===== src/rtl/core_pkg.sv =====
// Shared core types.
//  InsnIDNum    : number of in-flight vector instruction IDs (power of two, >= 2)
//  insn_id_t    : instruction ID
//  retire_req_t : payload of the retire channel towards the scalar core
package core_pkg;

  localparam int unsigned InsnIDNum = 8;

  typedef logic [$clog2(InsnIDNum)-1:0] insn_id_t;

  typedef struct packed {
    insn_id_t id;
    logic     illegal;
  } retire_req_t;

endpackage


===== src/rtl/insn_retire_scheduler.sv =====
// In-order retire scheduler for vector instructions.
// IDs are handed out in program order from a circular window [head, tail).
// The commit controller reports done/illegal out of order. The oldest ID is
// retired to the scalar core only after it is done.
//  clk_i, rst_i          clock, async active-high reset
//  alloc_req_i/gnt_o/id_o  ID allocation towards the decoder
//  done_i/done_id_i/done_illegal_i  completion reports from the commit controller
//  retire_valid_o/ready_i/id_o/illegal_o  in-order retire channel to the scalar core
//  inflight_cnt_o, idle_o  occupancy; idle_o is used for vector fences
//  err_o                 sticky protocol error (bad or duplicate done report)
module insn_retire_scheduler
  import core_pkg::*;
#(
  parameter int unsigned NrIds   = InsnIDNum,
  parameter int unsigned IdWidth = $clog2(NrIds)
) (
  input  logic               clk_i,
  input  logic               rst_i,
  input  logic               alloc_req_i,
  output logic               alloc_gnt_o,
  output logic [IdWidth-1:0] alloc_id_o,
  input  logic               done_i,
  input  logic [IdWidth-1:0] done_id_i,
  input  logic               done_illegal_i,
  output logic               retire_valid_o,
  input  logic               retire_ready_i,
  output logic [IdWidth-1:0] retire_id_o,
  output logic               retire_illegal_o,
  output logic [IdWidth:0]   inflight_cnt_o,
  output logic               idle_o,
  output logic               err_o
);

  localparam logic [IdWidth:0]   CntOne  = (IdWidth+1)'(1);
  localparam logic [IdWidth:0]   CntFull = (IdWidth+1)'(NrIds);
  localparam logic [IdWidth-1:0] IdOne   = IdWidth'(1);

  logic [IdWidth-1:0] head_q, head_d;
  logic [IdWidth-1:0] tail_q, tail_d;
  logic [IdWidth:0]   cnt_q, cnt_d;
  logic [NrIds-1:0]   done_q, done_d;
  logic [NrIds-1:0]   illegal_q, illegal_d;
  logic               err_q, err_d;

  logic        alloc_fire;
  logic        retire_fire;
  logic        done_accept;
  retire_req_t retire_req;

  // An ID is in flight when its distance from head (mod NrIds) is below cnt.
  // When full every ID is in flight; when empty none is.
  function automatic logic in_flight(input logic [IdWidth-1:0] id,
                                     input logic [IdWidth-1:0] head,
                                     input logic [IdWidth:0]   cnt);
    logic [IdWidth-1:0] off;
    off = id - head;
    return {1'b0, off} < cnt;
  endfunction

  // Grant uses registered occupancy only: a retire in the same cycle does not
  // free a slot until the next cycle.
  assign alloc_gnt_o = alloc_req_i && (cnt_q != CntFull);
  assign alloc_fire  = alloc_gnt_o;
  assign alloc_id_o  = tail_q;

  assign retire_req.id      = head_q;
  assign retire_req.illegal = illegal_q[head_q];

  assign retire_valid_o   = (cnt_q != '0) && done_q[head_q];
  assign retire_id_o      = retire_req.id;
  assign retire_illegal_o = retire_req.illegal;
  assign retire_fire      = retire_valid_o && retire_ready_i;

  // A done on the head that is retiring now is necessarily a duplicate, and a
  // done on the slot being allocated now is outside the window, so the three
  // updates below never touch the same entry.
  assign done_accept = done_i && in_flight(done_id_i, head_q, cnt_q) && !done_q[done_id_i];

  always_comb begin
    head_d    = head_q;
    tail_d    = tail_q;
    cnt_d     = cnt_q;
    done_d    = done_q;
    illegal_d = illegal_q;
    err_d     = err_q;

    if (alloc_fire) begin
      done_d[tail_q]    = 1'b0;
      illegal_d[tail_q] = 1'b0;
      tail_d            = tail_q + IdOne;
    end

    if (done_i) begin
      if (done_accept) begin
        done_d[done_id_i]    = 1'b1;
        illegal_d[done_id_i] = done_illegal_i;
      end else begin
        err_d = 1'b1;
      end
    end

    if (retire_fire) begin
      done_d[head_q] = 1'b0;
      head_d         = head_q + IdOne;
    end

    case ({alloc_fire, retire_fire})
      2'b10:   cnt_d = cnt_q + CntOne;
      2'b01:   cnt_d = cnt_q - CntOne;
      default: cnt_d = cnt_q;
    endcase
  end

  always_ff @(posedge clk_i or posedge rst_i) begin
    if (rst_i) begin
      head_q    <= '0;
      tail_q    <= '0;
      cnt_q     <= '0;
      done_q    <= '0;
      illegal_q <= '0;
      err_q     <= 1'b0;
    end else begin
      head_q    <= head_d;
      tail_q    <= tail_d;
      cnt_q     <= cnt_d;
      done_q    <= done_d;
      illegal_q <= illegal_d;
      err_q     <= err_d;
    end
  end

  assign inflight_cnt_o = cnt_q;
  assign idle_o         = (cnt_q == '0);
  assign err_o          = err_q;

  a_no_gnt_when_full: assert property (@(posedge clk_i) disable iff (rst_i)
    !(alloc_gnt_o && (cnt_q == CntFull)));

  a_retire_stable: assert property (@(posedge clk_i) disable iff (rst_i)
    (retire_valid_o && !retire_ready_i) |=>
      (retire_valid_o && $stable(retire_id_o) && $stable(retire_illegal_o)));

endmodule


===== config.mk =====
export PLATFORM = sky130hd
export DESIGN_NAME = insn_retire_scheduler
export DESIGN_NICKNAME = d
export VERILOG_FILES = /design/src/rtl/core_pkg.sv /design/src/rtl/insn_retire_scheduler.sv
export SDC_FILE = /design/constraint.sdc
export NUM_CORES = 1
export LEC_CHECK = 0
export CAP_MARGIN = 10
export CORE_ASPECT_RATIO = 1.5
export CORE_MARGIN = 2
export CORE_UTILIZATION = 59
export CTS_BUF_LIST = sky130_fd_sc_hd__clkbuf_16
export DETAILED_ROUTE_END_ITERATION = 7
export PLACE_DENSITY = 0.92
export RECOVER_POWER = 25
export SLEW_MARGIN = 20
export SYNTH_ARGS = -nofsm -noshare
export SYNTH_HDL_FRONTEND = slang
export SYNTH_SLANG_ARGS = --single-unit
export TNS_END_PERCENT = 20

===== constraint.sdc =====
create_clock -name clk_i -period 5.1 [get_ports clk_i]
set_input_delay 0.765 -clock clk_i [delete_from_list [all_inputs] [get_ports clk_i]]
set_output_delay 0.765 -clock clk_i [all_outputs]
set_load 0.005 [all_outputs]

After elaboration in Yosys (flattened, before gate mapping). Cells that the tools add are included.

Register bits after elaboration: 27. Bits of input ports: 9. Output and inout bits: 15. Word-level logic and storage cells: 62.

Add/subtract/negate cells: 5. Magnitude comparators: 7. Eq/ne operators: 3. Multiplexer cells: 21. Bitwise logic cells: 7. Reduce and logical (&&, ||, !) cells: 13.

Operator list (count): 8-bit 2-to-1 mux (7); 8-bit bitwise AND (3); 8-bit inverter (2); 3-bit by 4-bit < comparator with 1-bit output (second input constant) (3); 1-bit binary-select mux with 3-bit select (3); 1-bit demux with 3-bit select (3); 3-bit by 1-bit greater-or-equal comparator with 1-bit output (second input constant) (3); 8-bit bitwise mux (1); 1-bit logical AND (8); 8-bit OR (1); 4-bit case mux with 2 select lines (1); 3-bit by 1-bit adder with 3-bit output (second input constant) (2); 1-bit 2-to-1 mux (6); 4-bit by 1-bit adder with 4-bit output (second input constant) (1); 4-bit zero test (1); 3-bit by 4-bit < comparator with 1-bit output (1); 4-bit inequality test (second input constant) (1); 4-bit nonzero test (1); 4-bit by 1-bit subtractor with 4-bit output (second input constant) (1); 3-bit subtractor (1); 2-bit by 1-bit equality test with 1-bit output (second input constant) (1); 2-bit equality test (second input constant) (1); 2-bit AND reduction (1); 2-bit nonzero test (1); other kinds (2) (2).

Logic depth before layout (Yosys ltp). Gate-level depths: netlist (run 1).

Word-level depth: 12. Mapped depth: 11. Depth with buffers taken out: 10.

Least setup slack after synthesis (run 1). No wires, ideal clock.

Path kind: in2reg. From: input done_id_i[0]. To: register illegal_q[0]. Setup time: 136 ps. Data arrival time: 2876 ps. Required time: 4964 ps. Path slack: 2088 ps. Stages on the path: 10. Buffers on the path: 1. Cell sequence: clkbuf_1 > inv_1 > ha_1 > inv_1 > fa_1 > ha_1 > a21boi_0 > o211ai_1 > nand4b_1 > mux2i_1.

Word-level cells in the longest chain between the ends: 7. Elaborated cells between the ends (all ways): 15. Classes of those cells: add/sub (1); order compare (3); mux (7); reduce/logical (4).

RTL lines: from (decl) (line insn_retire_scheduler.sv:23) `input logic [IdWidth-1:0] done_id_i,`; parallel branches: the longest is 5 deep, another holds 3-bit by 4-bit < comparator with 1-bit output; 8-bit 2-to-1 mux (*) (line insn_retire_scheduler.sv:94) `if (done_accept) begin`; 8-bit 2-to-1 mux (*) (line insn_retire_scheduler.sv:93) `if (done_i) begin`; via illegal_d[0] (line insn_retire_scheduler.sv:42) `logic [NrIds-1:0] illegal_q, illegal_d;`; to (signal assigned) (line insn_retire_scheduler.sv:127) `illegal_q <= illegal_d;`; to (decl) (line insn_retire_scheduler.sv:42).

Mark *: on every way through the listed nets, which the timed path passes. The select of a mux whose other input is x is not followed. A chain may end at the register's enable or synchronous reset.

Worst setup path after layout (run 1).
From: input done_id_i[0]. To: register done_q[5].

Word-level cells in the longest chain between the ends: 9. Elaborated cells between the ends (all ways): 17. Classes of those cells: add/sub (1); order compare (3); mux (7); bitwise (2); reduce/logical (4).

RTL lines: parallel branches: the longest is 5 deep, another holds 3-bit by 4-bit < comparator with 1-bit output; 8-bit 2-to-1 mux (*) (line insn_retire_scheduler.sv:94); 8-bit 2-to-1 mux (*) (line insn_retire_scheduler.sv:93); 8-bit bitwise AND (no source line); 8-bit 2-to-1 mux (*) (line insn_retire_scheduler.sv:102) `if (retire_fire) begin`; via done_d[5] (line insn_retire_scheduler.sv:41) `logic [NrIds-1:0] done_q, done_d;`; to (signal assigned) (line insn_retire_scheduler.sv:126) `done_q <= done_d;`; to (decl) (line insn_retire_scheduler.sv:41).

Marked as above.

==> results.sh, run 1 <==
export IMPL_grt_max_degree=28
export IMPL_cts_max_path_buffers=2
export IMPL_p_leak_uw=0.0009510
export IMPL_p_switching_uw=567.0
export IMPL_cts_resized=0
export IMPL_drcViolationCount=0
export IMPL_pwr_share_clk=0.132
export IMPL_syn_area_um2=1787
export IMPL_min_to="err_o$_DFFE_PP0P_"
export IMPL_ctsHtreeMaxLevel=1
export IMPL_path_cells="clkdlybuf4s50_1 -> inv_1 -> ha_1 -> inv_1 -> fa_1 -> xor2_1 -> xnor2_1 -> ha_1 -> a221oi_2 -> nand4_1 -> a32oi_1"
export IMPL_nets=208
export IMPL_cts_root_buffer="clkbuf_16"
export IMPL_worstSetupPathType="in2reg"
export IMPL_tritoncts="done"
export IMPL_synth_seq_cells=27
export IMPL_crit_slowest_cell="a221oi_2"
export IMPL_peakVddDrop_v=0.0004646
export IMPL_fp_dieW_um=48.93
export IMPL_whs_path_depth=1
export IMPL_routabilityCongestion=0.9470
export IMPL_share_seq_of_total_power=0.351
export IMPL_die_area_um2=3494
export IMPL_worstMarginPinSlew_ns=1.028
export IMPL_min_from="err_o$_DFFE_PP0P_"
export IMPL_routedWlPerCell_um=20.63
export IMPL_slew_headroom=0.3136
export IMPL_routed_wl_um=4684
export IMPL_rsz0062_at_grt="false"
export IMPL_synthAdderAreaFrac=0.07843
export IMPL_cts_setup_buffers=0
export IMPL_arrival_ns=3.88
export IMPL_synth_edf_count=0
export IMPL_timing_setup_tns_ns=0
export IMPL_start_kind="primary input"
export IMPL_grt_pass1_vias=1563
export IMPL_min_path_type="reg2reg"
export IMPL_synth_most_common_cell="dfrtp_1"
export IMPL_synth_compound_area_frac=0.1464
export IMPL_io_buffer_count=23
export IMPL_n_antenna_cell=0
export IMPL_hpwl_um=3338
export IMPL_numCtsBuffers=3
export IMPL_yosys_warnings=0
export IMPL_r2r_start="retire_id_o[0]$_DFFE_PP0N_"
export IMPL_dr_pass1_iters=5
export IMPL_timing_final_crit_share=0.7265
export IMPL_yosys_top_cells_area="dfrtp_1 38%, mux2i_1 8.4%, ha_1 5.6%, a32oi_1 3.9%, o31ai_1 3.4%"
export IMPL_maxCapViolations=0
export IMPL_maxSlewViolCount=0
export IMPL_synth_ff_type="dfrtp_1"
export IMPL_vias_per_cell=6.692
export IMPL_design_core_area_um2=2913
export IMPL_cp_required_ns=5.28
export IMPL_worst_slack_ns=1.395
export IMPL_die_h_um=71.40
export IMPL_setup_viol=0
export IMPL_gr_usage_all_layers=0.2967
export IMPL_overflow=0
export IMPL_placementRows=24
export IMPL_sw_frac_of_total=0.4249
export IMPL_muxShareOfSynthArea=0.1513
export IMPL_synth_avg_cell_area_um2=10.51
export IMPL_dr_first_iter_drc_count=82
export IMPL_r2r_end="inflight_cnt_o[3]$_DFFE_PP0P_"
export IMPL_share_comb_of_total_power=0.517
export IMPL_initial_utilization=0.6134
export IMPL_synth_cell_types=40
export IMPL_synth_common_cells="27 x dfrtp_1, 15 x mux2i_1, 13 x inv_1, 12 x nand2_1"
export IMPL_worst_setup_path_end_kind="flip-flop"
export IMPL_path_max_fanout=10
export IMPL_fmax_mhz=269.9
export IMPL_path_clk_slew_ns=0.06
export IMPL_status="completed"
export IMPL_clock_latency_ns=0.26
export IMPL_synth_simple_gate_area_frac=0.1387
export IMPL_pre_cts_ws_ns=1.207
export IMPL_synth_seq_area_share=0.3782
export IMPL_grt_pass1_wl_um=7941
export IMPL_power_density_nw_per_um2=639.0
export IMPL_ys_async_sr_fraction=1.000
export IMPL_critPathBufInv=3
export IMPL_r2r_slack_ns=1.40
export IMPL_finalClockSkew_ns=0.001395
export IMPL_clkSinkCount=27
export IMPL_hold_buffers=0
export IMPL_yosysTopAreaCell="dfrtp_1"
export IMPL_critical_path_max_stage_delay_ns=0.63
export IMPL_io_pins=24
export IMPL_synth_top_family_by_area="multiplexers"
export IMPL_route_vias_total=1519
export IMPL_antenna_found_initial=0
export IMPL_area_growth_syn_to_layout_pct=16.88
export IMPL_syn_inst=170
export IMPL_final_min_clock_period_ns=3.705
export IMPL_finalHoldViolations=0
export IMPL_synth_xor_area_frac=0.04412
export IMPL_r2r_cells=9
export IMPL_synth_top_cell_area_share=0.3782
export IMPL_drive_above_1_share=0.06383
export IMPL_internal_power_uw=767.3
export IMPL_ant_nets=0
export IMPL_crit_family="compound AO/OA/AOI/OAI gates"
export IMPL_synth_nets=189
-- layout by cell type (no fill, tap or decap), drive strengths merged, types with 3 or more instances in the layout --
cell | Yosys | layout
nand4 | 4 | 4
dfrtp | 27 | 27
xor2 | 3 | 3
inv | 13 | 14
nor2 | 8 | 8
o31ai | 8 | 8
ha | 8 | 8
nand2 | 12 | 12
mux4 | 3 | 3
mux2i | 15 | 15
o21ai | 8 | 8
xnor2 | 6 | 6
clkbuf | 6 | 3
mux2 | 4 | 4
a32oi | 8 | 8
nand4b | 4 | 4
and2 | 3 | 3
nor2b | 3 | 3
clkdlybuf4s50 | 0 | 22
-- flip-flops by register name, indices dropped and copies added, names as in the netlist --
register / count
inflight_cnt_o: 4
retire_id_o: 3
done_q: 8
illegal_q: 8
err_o: 1
alloc_id_o: 3
-- power by group through the flow --
stage	Clock (uW)	Combinational (uW)	Sequential (uW)
4_1_cts	177	691	462
3_3_place_gp	0	633	456
5_1_grt	184	758	484
3_5_place_dp	0	677	462
6_report	176	691	468
2_1_floorplan	0	501	390
-- metrics by stage --
stage	util	hold WS (ns)	power (uW)	instance area (um2)	std cells
finish	0.7169	0.4659	1334	2088	227
detailed placement	0.6899	0.4561	1139	2009	223
floorplan	-	0.4510	890.9	1787	170
global route	0.7169	0.4852	1425	2088	227
global placement	0.6899	0.4361	1089	2009	223
CTS	0.7169	0.4704	1330	2088	227
-- cells by family after synthesis --
| kind of cell | count (synthesis) |
|---|---|
| and+or+nand+nor | 44 |
| AOI/OAI and AO/OA | 35 |
| DFF | 27 |
| buffers and inverters | 23 |
| muxes | 22 |
| adders and majority gates | 10 |
| xor gates and xnor gates | 9 |
-- area by class of cell --
class                           instances  area (um2)
Multi-Input combinational cell        120       998.5
Fill cell                             228       824.5
Sequential cell                        27       675.6
Timing Repair Buffer                   24       237.7
Clock buffer                            3       75.07
Inverter                               13       48.80
Tap cell                               39       48.80
Clock inverter                          1       3.754
-- per-layer routing --
layer | global-route usage | wire length [um] | vias up
met5 | 0 | 0 | -
met4 | 0.1302 | 196 | 0
met3 | 0.04167 | 286 | 24
met2 | 0.5297 | 2477 | 75
met1 | 0.3549 | 1724 | 758
li1 | - | - | 662
-- worst max-delay path by stage --
stage	from	to	cells after the start
6_report	done_id_i[0]	done_q[5]$_DFF_PP0_	11
3_3_place_gp	done_id_i[0]	illegal_q[6]$_DFF_PP0_	10
3_5_place_dp	done_id_i[0]	done_q[6]$_DFF_PP0_	10
5_1_grt	done_id_i[0]	done_q[5]$_DFF_PP0_	11
2_1_floorplan	done_id_i[0]	illegal_q[0]$_DFF_PP0_	10
4_1_cts	done_id_i[0]	done_q[6]$_DFF_PP0_	10
No activity file was read; power rests on OpenSTA's default activity.
==> inputs of run 2 (changes only) <==
--- a/config.mk
+++ b/config.mk
@@ -8,10 +8,10 @@
 export CAP_MARGIN = 10
 export CORE_ASPECT_RATIO = 1.5
 export CORE_MARGIN = 2
-export CORE_UTILIZATION = 59
+export CORE_UTILIZATION = 49
 export CTS_BUF_LIST = sky130_fd_sc_hd__clkbuf_16
 export DETAILED_ROUTE_END_ITERATION = 7
-export PLACE_DENSITY = 0.92
+export PLACE_DENSITY = 0.82
 export RECOVER_POWER = 25
 export SLEW_MARGIN = 20
 export SYNTH_ARGS = -nofsm -noshare
==> constraint.sdc (replaced) <==
create_clock -name clk_i -period 3.2 [get_ports clk_i]
set_input_delay 0.48 -clock clk_i [delete_from_list [all_inputs] [get_ports clk_i]]
set_output_delay 0.48 -clock clk_i [all_outputs]
set_load 0.005 [all_outputs]
==> run 2 against run 1 <==
Effect of this change:
- critical endpoint is now inflight_cnt_o[3]$_DFFE_PP0P_
- critical path depth decreased by 2
- flip-flop and latch count unchanged
- largest power group unchanged
- clock power increased by 59%
- first-iteration DRC count decreased by 8.5%
- design area increased by 2.7%
- critical path type is now reg2reg
- die area increased by 19%
- clock skew increased by 0.00077 ns
- highest routed layer unchanged
- non-clock buffer count increased by 7
- worst setup slack got worse by 1.1 ns
- register-to-register slack got worse by 1.1 ns
- sequential share of layout area decreased by 0.85 points
- global-route usage decreased by 6.6 points
==> results.sh, run 2 (synthesis results as in run 1) <==
export IMPL_path_clk_slew_ns=0.06
export IMPL_grt_max_degree=28
export IMPL_fp_dieW_um=53.31
export IMPL_routed_wl_um=4272
export IMPL_most_common_layout_cells="27 x dfrtp_1, 22 x clkdlybuf4s50_1, 15 x mux2i_1"
export IMPL_critical_path_max_stage_delay_ns=0.58
export IMPL_maxCapViolations=0
export IMPL_sw_frac_of_total=0.4091
export IMPL_crit_family="multiplexers"
export IMPL_gr_usage_all_layers=0.2303
export IMPL_timing_final_crit_share=0.9013
export IMPL_finalHoldViolations=0
export IMPL_pwr_share_clk=0.130
export IMPL_routabilityCongestion=0.9628
export IMPL_worst_setup_path_end_kind="flip-flop"
export IMPL_routedWlPerCell_um=18.03
export IMPL_dr_pass1_iters=4
export IMPL_fmax_mhz=346.7
export IMPL_worstSetupPathType="reg2reg"
export IMPL_internal_power_uw=1271
export IMPL_drive_above_1_share=0.09744
export IMPL_arrival_ns=3.07
export IMPL_vias_per_cell=6.228
export IMPL_peakVddDrop_v=0.0005456
export IMPL_ctsHtreeMaxLevel=1
export IMPL_power_density_nw_per_um2=1003
export IMPL_initial_utilization=0.5181
export IMPL_setup_viol=0
export IMPL_share_comb_of_total_power=0.543
export IMPL_finish_utilization=0.6219
export IMPL_grt_pass1_wl_um=7100
export IMPL_clkSinkCount=27
export IMPL_share_seq_of_total_power=0.327
export IMPL_worst_slack_ns=0.3159
export IMPL_ant_nets=0
export IMPL_holdWs_ns=0.4590
export IMPL_start_kind="flip-flop"
export IMPL_io_buffer_count=23
export IMPL_nets=215
export IMPL_pre_cts_ws_ns=0.2261
export IMPL_crit_slowest_cell="mux4_2"
export IMPL_cts_max_path_buffers=2
export IMPL_tritoncts="done"
export IMPL_p_leak_uw=0.0009849
export IMPL_slew_headroom=0.3140
export IMPL_status="completed"
export IMPL_cts_root_buffer="clkbuf_16"
export IMPL_area_growth_syn_to_layout_pct=20.03
export IMPL_cts_setup_buffers=0
export IMPL_die_area_um2=4155
export IMPL_dr_first_iter_drc_count=75
export IMPL_path_cells="inv_1 -> mux4_2 -> nor3b_2 -> ha_1 -> ha_1 -> a21o_1 -> a21oi_1 -> mux2i_1 -> xnor2_1"
export IMPL_rsz0062_at_grt="false"
export IMPL_timing_setup_tns_ns=0
export IMPL_antenna_found_initial=0
export IMPL_p_switching_uw=879.6
export IMPL_route_vias_total=1476
export IMPL_cp_common_cell="ha_1"
export IMPL_maxSlewViolCount=0
export IMPL_clock_latency_ns=0.26
export IMPL_placementRows=26
export IMPL_cp_required_ns=3.38
export IMPL_hpwl_um=3251
export IMPL_numCtsBuffers=3
export IMPL_hold_buffers=0
export IMPL_worstMarginPinSlew_ns=1.028
export IMPL_io_pins=24
export IMPL_path_max_fanout=8
export IMPL_final_common_cell="dfrtp_1"
export IMPL_finalClockSkew_ns=0.002163
export IMPL_final_min_clock_period_ns=2.884
export IMPL_overflow=0
export IMPL_design_core_area_um2=3448
export IMPL_critPathBufInv=1
export IMPL_cts_resized=0
export IMPL_die_h_um=77.96
export IMPL_n_antenna_cell=0
export IMPL_drcViolationCount=0
export IMPL_grt_pass1_vias=1506
export IMPL_min_path_type="reg2reg"
-- run 2: area by class of cell --
cell class                      count  area [um2]
Fill cell                         286        1304
Multi-Input combinational cell    120       998.5
Sequential cell                    27       675.6
Timing Repair Buffer               31       290.3
Clock buffer                        3       75.07
Tap cell                           42       52.55
Inverter                           13       48.80
Clock inverter                      1       3.754
-- run 2: worst register-to-register path, delay by kind of cell (launching register included) --
kind / cells / cell delay, ns
multiplexers: 2 / 0.84
flip-flops: 1 / 0.49
adder cells (fa/ha/maj): 2 / 0.50
buffers and inverters: 1 / 0.23
AO/OA/AOI/OAI: 2 / 0.36
XOR/XNOR: 1 / 0.14
AND/OR/NAND/NOR: 1 / 0.25
-- run 2: path summary, 6_finish.rpt --
path | from | endpoint | slack, ns | cells after the start
min in group asynchronous | rst_i | inflight_cnt_o[0]$_DFFE_PP0P_ | 0.91 | 2
worst max-delay path | retire_id_o[1]$_DFFE_PP0N_ | inflight_cnt_o[3]$_DFFE_PP0P_ | 0.32 | 9
worst min-delay path | err_o$_DFFE_PP0P_ | err_o$_DFFE_PP0P_ | 0.46 | 1
max in group asynchronous | rst_i | alloc_id_o[1]$_DFFE_PP0P_ | 1.66 | 2
worst max register to register | retire_id_o[1]$_DFFE_PP0N_ | inflight_cnt_o[3]$_DFFE_PP0P_ | 0.32 | 9
worst min register to register | err_o$_DFFE_PP0P_ | err_o$_DFFE_PP0P_ | 0.46 | 1
-- run 2: through the flow --
step	power (uW)	instances	cell area [um2]
floorplan	1420	170	1787
global placement	1806	233	2066
detailed placement	1868	233	2066
CTS	2150	237	2145
global route	2322	237	2145
finish	2150	237	2145
-- run 2: power by group through the flow --
| stage | Clock (uW) | Combinational, uW | Sequential [uW] |
|---|---|---|---|
| global route | 308 | 1290 | 725 |
| global placement | 0 | 1110 | 693 |
| detailed placement | 0 | 1160 | 705 |
| finish | 279 | 1170 | 704 |
| CTS | 282 | 1170 | 699 |
| floorplan | 0 | 799 | 621 |
-- run 2: layer usage --
layer / global-route usage / part of all wire / vias to the layer above
met2: 0.3975 / 0.54 / 55
met1: 0.2807 / 0.40 / 734
met4: 0.09231 / 0.023 / 0
li1: - / - / 676
met3: 0.02500 / 0.045 / 11
met5: 0 / 0 / -
==> inputs of run 3 (changes only) <==
--- a/config.mk
+++ b/config.mk
@@ -8,10 +8,10 @@
 export CAP_MARGIN = 10
 export CORE_ASPECT_RATIO = 1.5
 export CORE_MARGIN = 2
-export CORE_UTILIZATION = 49
-export CTS_BUF_LIST = sky130_fd_sc_hd__clkbuf_16
+export CORE_UTILIZATION = 51
+export CTS_BUF_LIST = sky130_fd_sc_hd__clkbuf_2
 export DETAILED_ROUTE_END_ITERATION = 7
-export PLACE_DENSITY = 0.82
+export PLACE_DENSITY = 0.85
 export RECOVER_POWER = 25
 export SLEW_MARGIN = 20
 export SYNTH_ARGS = -nofsm -noshare
==> run 3 against run 2 <==
Effect of this change:
- maximum frequency fell by 3.3%
- clock skew rose by 0.0013 ns
- core utilization fell by 0.69 points
- flip-flop and latch count did not move
- register-to-register slack got worse by 0.06 ns
- sequential power rose by 3.4%
- power fell by 6.4%
- first-iteration DRC count fell by 1.3%
- combinational power barely moved
- worst setup slack got worse by 0.097 ns
- die area fell by 3.7%
- global-route usage rose by 1.3 points
==> results.sh, run 3 (synthesis results as in run 1) <==
export IMPL_cts_resized=0
export IMPL_final_cell_area_um2=2081
export IMPL_cp_required_ns=2.72
export IMPL_dr_first_iter_drc_count=74
export IMPL_p_leak_uw=0.0009503
export IMPL_die_h_um=76.49
export IMPL_overflow=0
export IMPL_numCtsBuffers=3
export IMPL_grt_pass1_wl_um=7300
export IMPL_initial_utilization=0.5281
export IMPL_antenna_found_initial=0
export IMPL_finalClockSkew_ns=0.003472
export IMPL_ctsHtreeMaxLevel=1
export IMPL_r2r_cells=9
export IMPL_r2r_end="inflight_cnt_o[3]$_DFFE_PP0P_"
export IMPL_gr_usage_all_layers=0.2436
export IMPL_drive_above_1_share=0.09794
export IMPL_min_path_type="reg2reg"
export IMPL_whs_path_depth=1
export IMPL_r2r_slack_ns=0.26
export IMPL_min_to="err_o$_DFFE_PP0P_"
export IMPL_grt_max_degree=28
export IMPL_status="completed"
export IMPL_power_density_nw_per_um2=967.5
export IMPL_worstMarginPinSlew_ns=1.050
export IMPL_path_max_fanout=9
export IMPL_design_core_area_um2=3383
export IMPL_maxSlewViolCount=0
export IMPL_finalHoldViolations=0
export IMPL_setup_viol=0
export IMPL_cts_max_path_buffers=2
export IMPL_routedWlPerCell_um=19.04
export IMPL_cts_root_buffer="clkbuf_2"
export IMPL_dpl_instance_area_um2=2058
export IMPL_path_clk_slew_ns=0.29
export IMPL_routabilityCongestion=0.9494
export IMPL_io_pins=24
export IMPL_clkSinkCount=27
export IMPL_worst_setup_path_end_kind="output port"
export IMPL_ant_nets=0
export IMPL_nets=214
export IMPL_area_growth_syn_to_layout_pct=16.46
export IMPL_io_buffer_count=23
export IMPL_final_min_clock_period_ns=2.981
export IMPL_dr_pass1_iters=4
export IMPL_tritoncts="done"
export IMPL_clock_latency_ns=0.40
export IMPL_most_common_layout_cells="27 x dfrtp_1, 22 x clkdlybuf4s50_1, 15 x mux2i_1"
export IMPL_timing_final_crit_share=0.9316
export IMPL_maxCapViolations=0
export IMPL_arrival_ns=2.50
export IMPL_grt_pass1_vias=1507
export IMPL_drcViolationCount=0
export IMPL_slew_headroom=0.2990
export IMPL_vias_per_cell=6.199
export IMPL_route_vias_total=1463
export IMPL_cts_setup_buffers=0
export IMPL_min_from="err_o$_DFFE_PP0P_"
export IMPL_worstSetupPathType="reg2out"
export IMPL_placementRows=26
export IMPL_routed_wl_um=4493
export IMPL_peakVddDrop_v=0.0005724
export IMPL_start_kind="flip-flop"
export IMPL_rsz0062_at_grt="false"
export IMPL_n_antenna_cell=0
export IMPL_hpwl_um=3450
export IMPL_timing_setup_tns_ns=0
export IMPL_final_common_cell="dfrtp_1"
export IMPL_nFillCells=294
export IMPL_r2r_start="retire_id_o[0]$_DFFE_PP0N_"
export IMPL_hold_buffers=0
export IMPL_die_area_um2=4002
export IMPL_fmax_mhz=335.5
export IMPL_fp_dieW_um=52.33
==> run 3: cell types whose count changed in the layout (fill, tap and decap cells not counted) <==
cell        before  now
buf_4            8    7
inv_1           14   13
clkinvlp_4       0    1
clkbuf_2         0    3
clkbuf_16        3    0
==> run 3: worst max path at each step <==
stage                                              from                            end
after global placement                     done_id_i[0]         illegal_q[0]$_DFF_PP0_
after floorplan              retire_id_o[0]$_DFFE_PP0N_  inflight_cnt_o[3]$_DFFE_PP0P_
after detailed placement                   done_id_i[0]         illegal_q[0]$_DFF_PP0_
after global routing         retire_id_o[0]$_DFFE_PP0N_  inflight_cnt_o[3]$_DFFE_PP0P_
final                        retire_id_o[0]$_DFFE_PP0N_               retire_illegal_o
after CTS                 inflight_cnt_o[0]$_DFFE_PP0P_                    alloc_gnt_o
==> run 3: metrics by stage <==
stage               total power, uW  utilization  cells  worst slack [ns]  hold slack, ns
finish                         2013       0.6150    236            0.2190          0.5107
global route                   2172       0.6150    236           0.07140          0.5306
CTS                            2010       0.6150    236            0.2304          0.5219
detailed placement             1870       0.6084    232            0.1904          0.4696
global placement               1808       0.6084    232            0.2126          0.4394
floorplan                      1420            -    170            0.4354          0.4510
==> run 3: critical path: stages (launching register included) <==
cell             delay (ns)
dfrtp_1                0.68
buf_4                  0.24
mux4_1                 0.57
nand2_1                0.09
nand2_1                0.07
clkdlybuf4s50_1        0.44
==> run 3: per-layer routing <==
| metal | global-route usage | vias up | part of all wire |
|---|---|---|---|
| met5 | 0 | - | 0 |
| met4 | 0.1103 | 0 | 0.017 |
| met3 | 0.02941 | 10 | 0.045 |
| met2 | 0.4100 | 68 | 0.55 |
| met1 | 0.3004 | 713 | 0.39 |
| li1 | - | 672 | - |
==> run 3: area by class of cell <==
cell class,count,area (um2),area share
inverters,13,48.80,0.02345
flip-flops and latches,27,675.6,0.3247
well taps,42,52.55,0.02526
clock buffers,3,15.01,0.007216
clock inverters,1,7.507,0.003608
multi-input cells,120,998.5,0.4799
repair buffers,30,282.8,0.1359
==> run 3: report_power, final <==
group / leakage [uW] / internal [uW] / total, uW / switching (uW)
Clock: 0.0000126 / 28.9 / 149 / 120
Combinational: 0.000604 / 595 / 1140 / 541
Sequential: 0.000334 / 494 / 728 / 234
Total: 0.000950 / 1120 / 2010 / 895
==> RTL edit (settings of run 1) <==
Change the package constant `InsnIDNum` from 8 to 16.
--- a/src/rtl/core_pkg.sv
+++ b/src/rtl/core_pkg.sv
@@ -5,5 +5,5 @@
 package core_pkg;
 
-  localparam int unsigned InsnIDNum = 8;
+  localparam int unsigned InsnIDNum = 16;
 
   typedef logic [$clog2(InsnIDNum)-1:0] insn_id_t;
Interface: changed (resized alloc_id_o, done_id_i, inflight_cnt_o and retire_id_o); port bits go from 24 to 28. No check against the original RTL was run, so the function may have changed too.
==> RTL edit against run 1 <==
The run now ends with capacitance limit, slew limit left; sequential cell count up 19; count of clock-buffer cells in the layout up 2; fmax down 6.2%; wire length up 67%; power up 72%; register-to-register slack worse by 0.05 ns; clock skew up 0.0067 ns; design area up 64%; synthesized area up 67%; setup slack worse by 0.24 ns; sequential share of layout area up 1.3 points; critical path type unchanged; critical endpoint is now illegal_q[7].
==> RTL edit: results (changes against run 1) <==
- Wl on met1: 2870 µm (+67%)
- DP HPWL: 5480 µm (+64%)
- P_clk: 0.000362 W (+110%)
- Fin nets: 332 (+60%)
- Failing checks: capacitance limit, slew limit
- Leak Pwr: 1.55 nW (+63%)
- Hold WS: 0.464 ns (-0.00170 ns)
- R2R cell count: 12 (+3)
- Power Density: 672 nW/µm² (+5.1%)
- R2r endpoint: inflight_cnt_o[4]
- Commonest cells in the synthesized netlist: dfrtp_1 (46), o21ai_0 (39), mux2i_1 (19), nand4_1 (19), ha_1 (18)
- Slowest stage cell, crit path: clkdlybuf4s50_1
- Worst Path Arrival: 4.09 ns (+0.21 ns)
- Filler instances: 347 (+52%)
- Worst rel slew slack: -65.1% (-96 points)
- Setup slack, reg-to-reg: 1.35 ns (-0.05 ns)
- Max Cap Viol: 1 (+1)
- Final core occ: 70.5% (-1.2 points)
- GPL Wtd Cong: 0.970 (+2.4%)
- Max-slew violation count: 47 (+47)
- Total GRT Usage: 30.1% (+0.46 points)
- Vias in the first global route: 2562 (+64%)
- Largest net degree at the start of global routing: 47 (+68%)
- DR pass1 iterations: 6 (+1)
- Outcome: complete, but fails checks
- M3 GR Usage: 6.84% (+2.7 points)
- H-tree depth: 2 (+1)
- Input/output buffers: 27 (+17%)
- Max incr delay on CP: 0.73 ns (+0.10 ns)
- Internal power: 0.00134 W (+75%)
- Peak VDD IR: 0.385 mV (-17%)
- TritonCTS buffer count: 5 (+2)
- GR met2 Demand/Resource: 47.5% (-5.5 points)
- Clk Latency, worst-skew pair: 0.29 ns (+0.03 ns)
- Placed instance area: 3260 µm² (+62%)
- Post-synthesis cell type count: 45 (+13%)
- Synthesized Nets: 313 (+66%)
- First-pass GRT wire length: 12600 µm (+59%)
## RTL edit: cell types whose count changed in the layout (fill, tap and decap cells not counted), moves of 5 or more
cell	before	now
a2bb2oi_1	0	5
dfrtp_1	27	46
ha_1	8	18
mux4_2	1	10
nand2_1	12	17
nand4_1	4	19
o21ai_0	8	39
o31ai_1	8	0
## RTL edit: final cells by class
type	count	area share, %
flip-flops and latches	46	33.7
clock buffers	5	3.66
repair buffers	28	8.02
clock inverters	2	0.989
inverters	16	1.76
well taps	66	2.42
multi-input cells	205	49.5
## RTL edit: cell families (layout without fill, tap and decap cells)
| family | after synthesis | after routing | share of synthesized area, % |
|---|---|---|---|
| fa+ha+maj | 20 | 20 | 8.91 |
| xor+xnor | 13 | 13 | 3.82 |
| buf+inv | 32 | 51 | 4.58 |
| mux | 34 | 34 | 16.5 |
| simple gates | 68 | 68 | 12.9 |
| flops | 46 | 46 | 38.7 |
| compound gates | 70 | 70 | 14.7 |
